**src/rtl/unpack64bit_pkg.sv**
```systemverilog
// Types and widths shared by the 64->16 unpacker and its 16->64 packer counterpart.
package unpack64bit_pkg;

  localparam int WORD_W = 16;
  localparam int WORDS  = 4;
  localparam int IDX_W  = $clog2(WORDS);

  typedef logic [IDX_W-1:0] word_idx_t;

  typedef enum logic {
    EMPTY = 1'b0,
    EMIT  = 1'b1
  } unpack_state_t;

endpackage

```
**src/rtl/unpack64bit.sv**
```systemverilog
// Splits each 64-bit MM2S beat into four 16-bit words, low word first, at one word per cycle.
//   state | meaning
//   EMPTY | no beat held, ready for a new one
//   EMIT  | beat held, presenting hold_data word selected by word_index
module unpack64bit
  import unpack64bit_pkg::*;
#(
  parameter int WORD_W = unpack64bit_pkg::WORD_W,
  parameter int WORDS  = unpack64bit_pkg::WORDS
) (
  input  logic                    aclk,
  input  logic                    aresetn,
  input  logic [WORD_W*WORDS-1:0] s_data,
  input  logic                    s_valid,
  input  logic                    s_last,
  output logic                    s_ready,
  output logic [WORD_W-1:0]       m_data,
  output logic                    m_valid,
  output logic                    m_last,
  input  logic                    m_ready,
  output word_idx_t               word_index,
  output logic                    busy
);

  localparam word_idx_t LAST_IDX = word_idx_t'(WORDS - 1);

  unpack_state_t             state, state_nxt;
  word_idx_t                 idx_nxt;
  logic [WORD_W*WORDS-1:0]   hold_data;
  logic                      hold_last;
  logic                      last_word;
  logic                      load;

  always_ff @(posedge aclk) begin
    if (!aresetn) begin
      state      <= EMPTY;
      word_index <= '0;
      hold_data  <= '0;
      hold_last  <= 1'b0;
    end else begin
      state      <= state_nxt;
      word_index <= idx_nxt;
      if (load) begin
        hold_data <= s_data;
        hold_last <= s_last;
      end
    end
  end

  // s_ready looks straight through to m_ready so a new beat lands as the last word leaves.
  always_comb begin
    state_nxt = state;
    idx_nxt   = word_index;
    last_word = (word_index == LAST_IDX);
    s_ready   = aresetn && ((state == EMPTY) || (last_word && m_ready));
    load      = s_valid && s_ready;

    case (state)
      EMPTY: begin
        if (s_valid) state_nxt = EMIT;
      end
      EMIT: begin
        if (m_ready) begin
          if (!last_word) begin
            idx_nxt = word_index + word_idx_t'(1);
          end else if (!s_valid) begin
            state_nxt = EMPTY;
            idx_nxt   = '0;
          end
        end
      end
      default: state_nxt = EMPTY;
    endcase

    if (load) idx_nxt = '0;
  end

  assign m_valid = (state == EMIT);
  assign busy    = (state == EMIT);
  assign m_data  = hold_data[WORD_W*int'(word_index) +: WORD_W];
  assign m_last  = hold_last && last_word && (state == EMIT);

endmodule

```
**config.mk**
```make
export PLATFORM = sky130hd
export DESIGN_NAME = unpack64bit
export DESIGN_NICKNAME = d
export VERILOG_FILES = /design/src/rtl/unpack64bit_pkg.sv /design/src/rtl/unpack64bit.sv
export SDC_FILE = /design/constraint.sdc
export NUM_CORES = 1
export LEC_CHECK = 0
export BUFFER_PORTS_ARGS = -buffer_cell sky130_fd_sc_hd__buf_2
export CORE_MARGIN = 1
export CORE_UTILIZATION = 51
export CTS_CLUSTER_DIAMETER = 120
export DETAILED_ROUTE_END_ITERATION = 7
export PLACE_DENSITY = 0.79
export REMOVE_ABC_BUFFERS = 1
export SYNTH_ARGS = -nofsm -noshare
export SYNTH_HDL_FRONTEND = slang
export SYNTH_SLANG_ARGS = --single-unit
```
**constraint.sdc**
```tcl
create_clock -name aclk -period 1.77 [get_ports aclk]
set_clock_uncertainty 0.2 [all_clocks]
set_input_delay 0 -clock aclk [delete_from_list [all_inputs] [get_ports aclk]]
set_output_delay 0 -clock aclk [all_outputs]
set_load 0.005 [all_outputs]
```
==> impl_metrics.tcl, run 1 <==
set metrics [dict create \
    outcome "complete, no violations" \
    die_area_um2 6393 \
    routed_via_density 4.781 \
    synth_top_cell_area_share_pct 43.92 \
    crit_arrival_ps 1560 \
    r2r-end "hold_data[6]" \
    hold_path.class "in -> reg" \
    cts_buffers 9 \
    grt_remaining_overflow 0 \
    root_buffer "clkbuf_8" \
    max-cap-violations 0 \
    crit_path_start "word_index[0]" \
    min_period_ps 1755 \
    synth-async-reset-ratio_pct 0 \
    place.detailed.hpwl_mm 3.968 \
    max_freq_mhz 569.8 \
    die_h_um 79.96 \
    drtAntennaViolNets 0 \
    path_max_fanout 10 \
    p_per_area_nw_per_um2 743.5 \
    slew_viol_final 0 \
    yosysWarnings 0 \
    wire_per_inst_um 13.16 \
    cts_htree_levels 3 \
    hp-start "s_data[31]" \
    cts_tree "built" \
    syn_area_per_cell_um2 9.808 \
    antenna-diode-count 0 \
    final_layout_size_suffix_gt1_share_pct 27.67 \
    finalNetCount 543 \
    antenna_found_initial 0 \
    vdd_drop_max_uv 533.5 \
    grt_usage_pct 22.83 \
    drtIter0Drc 135 \
    synth.most_common_cell "dfxtp_1" \
    drc_errors 0 \
    cts_setup_buffers 0 \
    synth-seq-cells 68 \
    firstDrtPassIters 6 \
    hold_viol_final 0 \
    critPathLaunchType "flip-flop" \
    globalplace.congestion 0.6890 \
    maxSlewHeadroom_pct 81.11 \
    required_ps 1570 \
    grt_pass1_vias 2507 \
    reg2reg_from "word_index[0]" \
    synth-edff-count 0 \
    clock_path_buffers 2 \
    core_area_um2 5886 \
    syn_area_um2 3099 \
    r2r_cells 5 \
    setup_viol 0 \
    place_ws_ps 89.84 \
    dr_total_vias 2639 \
    fp-row-count 28 \
    final_cells 552 \
    yosysUniqueCellTypes 18 \
    dp_cells 467 \
    rsz0062_at_grt "yes" \
    rrSetupSlack_ps 90 \
    cts.clk_slew.worst_paths_ps 70 \
    grt_pass1_wl_mm 10.98 \
    seq_area_frac_synth_pct 43.92 \
    endpoint_kind "primary output" \
    die_x_um 79.96 \
    clkLatencyLatePin_ps 330 \
    fill_cells 391 \
    worstMarginPinSlew_ps 283.4 \
    ioPinCount 91 \
    fin_ws_ps 14.91 \
    wl_mm 7.262 \
    cts.sinks 68 \
    synthesis.instances 316 \
    yosys-top-cells-area "dfxtp_1 (44%), mux2i_1 (21%), mux4_2 (12%)" \
    yosysTopAreaCell "dfxtp_1" \
    syn2layout_area_growth_pct 46.10 \
    fin_crit_sh_pct 99.16 \
    crit_path_end "m_data[5]" \
    power.leakage_uw 0.002148 \
    timing_worst_setup_path_type "reg -> out" \
    grt_max_degree 67 \
    synth_ff_type "dfxtp_1" \
    synth_common_cells "dfxtp_1 (68), inv_1 (67), nand2_1 (67), mux2i_1 (66), mux4_2 (16)" \
    io_buffers 90 \
    initial_core_util_pct 52.66 \
]
[sequential cells by signal, summed over array words and instances, names as in the netlist]
register and flops:
hold_data 64, word_index 2, busy 1, hold_last 1
[placed cells by master, fill, tap and decap left out, types with 4 or more instances in the layout]
cell	n
inv_1	67
dfxtp_1	67
nor2_1	5
dlygate4sd3_1	68
mux4_2	16
mux2i_1	66
nand2_1	67
clkbuf_8	11
buf_2	89
buf_12	4
[power breakdown]
group	internal [uW]	switching [uW]
logic	346	223
clock network	574	527
registers	1640	56.7
total	2560	807
[final cells by class]
cell class / instances / area, um^2 / area share (%)
clock inverter: 2 / 10.01 / 0.2211
timing repair buffer: 165 / 1277 / 28.21
multi-input combinational: 162 / 1371 / 30.28
sequential: 68 / 1365 / 30.15
tap: 75 / 93.84 / 2.072
clock buffer: 13 / 158.9 / 3.509
inverter: 67 / 251.5 / 5.554
[metrics by stage]
stage	area, um^2	TNS (ps)	total power [uW]	util [%]	hold WS (ps)
3_3_place_gp	3601	0	2136	61.18	39.25
3_5_place_dp	3601	0	2155	61.18	48.00
6_report	4528	0	3367	76.93	253.9
5_1_grt	4528	-146.1	3525	76.93	255.4
2_1_floorplan	2977	-175930	1965	-	-79.33
4_1_cts	4494	0	3376	76.36	247.4
[per-layer routing]
metal	global-route usage, %	share of wire (%)	vias to the layer above
li1	-	-	1320
met1	25.14	42	1233
met2	42.31	52	71
met3	5.143	3.7	15
met4	8.571	1.8	0
met5	0	0	-
[how the worst min path moves through the flow]
stage	to	slack, ps	depth (start not counted)
after global placement	hold_data[45]	40	3
after global routing	hold_data[44]	260	4
after CTS	hold_data[43]	250	4
final	hold_data[31]	250	4
after floorplan	busy	-80	2
after detailed placement	hold_data[30]	50	3
[logic make-up (layout without fill, tap and decap cells)]
logic type               count (synthesis)  in the layout  synth area share, %
buffers and inverters                   86            247                12.07
adder cells (fa/ha/maj)                  1              1               0.4036
flip-flops                              68             68                43.92
AO/OA/AOI/OAI                            4              4                1.332
AND/OR/NAND/NOR                         75             75                9.326
multiplexers                            82             82                32.94
[critical path, stage by stage, from the launching register on]
cell and delay [ps]:
dfxtp_4 400, buf_12 160, mux4_2 520, buf_2 150
[what timing repair did]
item / in CTS / in global routing
endpoints found under the setup margin: 16 / 51
gates cloned: 1 / 1
resized for setup: 6 / 2
hold buffers: 68 / 0
endpoints found under the hold margin: 68 / 0
No activity file was read; power rests on OpenSTA's default activity.
==> inputs of run 2 (changes only) <==
- RECOVER_POWER: not set -> 50
==> run 2 against run 1 <==
Combinational power fell by 2%; clock power barely moved; utilization fell by 0.68 points; total power fell by 0.24%; flip-flop and latch count did not move; sequential power barely moved; sequential share of layout area rose by 0.27 points; first-iteration DRC count fell by 20%; global-route usage did not move; final cell count did not move; non-clock buffer count did not move; count of clock-buffer cells in the layout did not move; critical endpoint unchanged; largest cell class unchanged.
==> impl_metrics.tcl, run 2 (synthesized netlist as in run 1, its figures left out) <==
set metrics [dict create \
    outcome "complete, no violations" \
    largest_reg_flops 64 \
    grt_use_met3_pct 5.143 \
    syn2layout_area_growth_pct 44.81 \
    routed_via_density 4.848 \
    maxSlewHeadroom_pct 74.39 \
    hold_viol_final 0 \
    max-cap-violations 0 \
    grt_pass1_vias 2507 \
    p_per_area_nw_per_um2 748.4 \
    path_max_fanout 10 \
    vdd_drop_max_uv 533.3 \
    crit_arrival_ps 1550 \
    r2r-end "hold_data[5]" \
    die_h_um 79.96 \
    largest_registers "hold_data (64), word_index (2)" \
    final_cell_mix "buf_2 (86), dlygate4sd3_1 (68), inv_1 (67), nand2_1 (67), dfxtp_1 (67)" \
    setup_tns_ps 0 \
    required_ps 1570 \
    min_period_ps 1755 \
    dr_total_vias 2676 \
    root_buffer "clkbuf_8" \
    die_area_um2 6393 \
    grt_usage_pct 22.83 \
    endpoint_kind "primary output" \
    drc_errors 0 \
    reg2reg_from "word_index[0]" \
    grt_pass1_wl_mm 10.98 \
    multi_input_area_um2 1371 \
    fin_ws_ps 15.44 \
    r2r_cells 5 \
    critPathLaunchType "flip-flop" \
    fp-row-count 28 \
    max_freq_mhz 569.9 \
    firstDrtPassIters 4 \
    cts_tree "built" \
    cts_htree_levels 3 \
    antenna-diode-count 0 \
    place.detailed.hpwl_mm 3.968 \
    rrSetupSlack_ps 60 \
    slew_viol_final 0 \
    place_ws_ps 89.84 \
    cts.sinks 68 \
    core_area_um2 5886 \
    io_buffers 90 \
    hold_slack_ps 253.9 \
    grt_remaining_overflow 0 \
    finalNetCount 543 \
    fin_crit_sh_pct 99.13 \
    power.leakage_uw 0.002126 \
    final_cells 552 \
    met1_usage_pct 25.14 \
    hold_path.class "in -> reg" \
    cts_buffers 9 \
    clock_path_buffers 2 \
    ioPinCount 91 \
    rsz0062_at_grt "yes" \
    antenna_found_initial 0 \
    final_layout_size_suffix_gt1_share_pct 27.04 \
    total_power_uw 3359 \
    cts.clk_slew.worst_paths_ps 70 \
    die_x_um 79.96 \
    globalplace.congestion 0.6890 \
    wl_mm 7.316 \
    grt_max_degree 67 \
    worstMarginPinSlew_ps 384.2 \
    drtAntennaViolNets 0 \
    largest-register "hold_data" \
    setup_viol 0 \
    busiest_layer "met2" \
    fill_cells 401 \
    clkLatencyLatePin_ps 330 \
    seq_area_um2 1365 \
    min_path_cells 4 \
    hold_end "hold_data[31]" \
    initial_core_util_pct 52.66 \
    cts_setup_buffers 0 \
    timing_worst_setup_path_type "reg -> out" \
    wire_per_inst_um 13.25 \
    layout_commonest_cell "buf_2" \
    grt_use_met2_pct 42.31 \
    drtIter0Drc 108 \
    hp-start "s_data[31]" \
    dp_cells 467 \
]
run 2: cell types whose count changed in the layout (fill, tap and decap cells not counted), sizes merged:
cell | before | now
buf | 96 | 94
clkbuf | 14 | 16
run 2: critical path, stage by stage (launching register included):
cell and delay (ps):
dfxtp_4 400, buf_12 160, mux4_2 520, buf_2 150
run 2: cell type report:
cell class	count	area share, %
Clock buffer	13	3.541
Sequential cell	68	30.42
Timing Repair Buffer	165	27.57
Multi-Input combinational cell	162	30.55
Tap cell	75	2.091
Inverter	67	5.604
Clock inverter	2	0.2230
run 2: worst max path at each step:
| stage | start | end |
|---|---|---|
| after floorplan | word_index[0] | hold_data[0] |
| after global placement | word_index[0] | hold_data[25] |
| after detailed placement | word_index[1] | hold_data[5] |
| after CTS | word_index[0] | hold_data[5] |
| after global routing | word_index[0] | m_data[5] |
| final | word_index[0] | m_data[5] |
run 2: layer usage:
metal	wire [um]	vias to the layer above
met5	0	-
li1	-	1317
met1	3075	1260
met2	3812	82
met4	132	0
met3	296	17
run 2: repair_timing:
action / CTS / global route
hold buffers: 68 / 0
endpoints found under the setup margin: 16 / 51
hold endpoints to repair: 68 / 0
gates cloned: 1 / 1
resized for setup: 6 / 2
run 2: stage by stage:
step,cell area [um^2],utilization [%]
global placement,3601,61.18
floorplan,2977,-
detailed placement,3601,61.18
global route,4488,76.25
CTS,4494,76.36
finish,4488,76.25
run 2: where the power goes:
part / total [uW] / internal (uW) / switching [uW]
combinational: 559 / 336 / 222
sequential: 1700 / 1640 / 57.1
clock: 1100 / 574 / 529
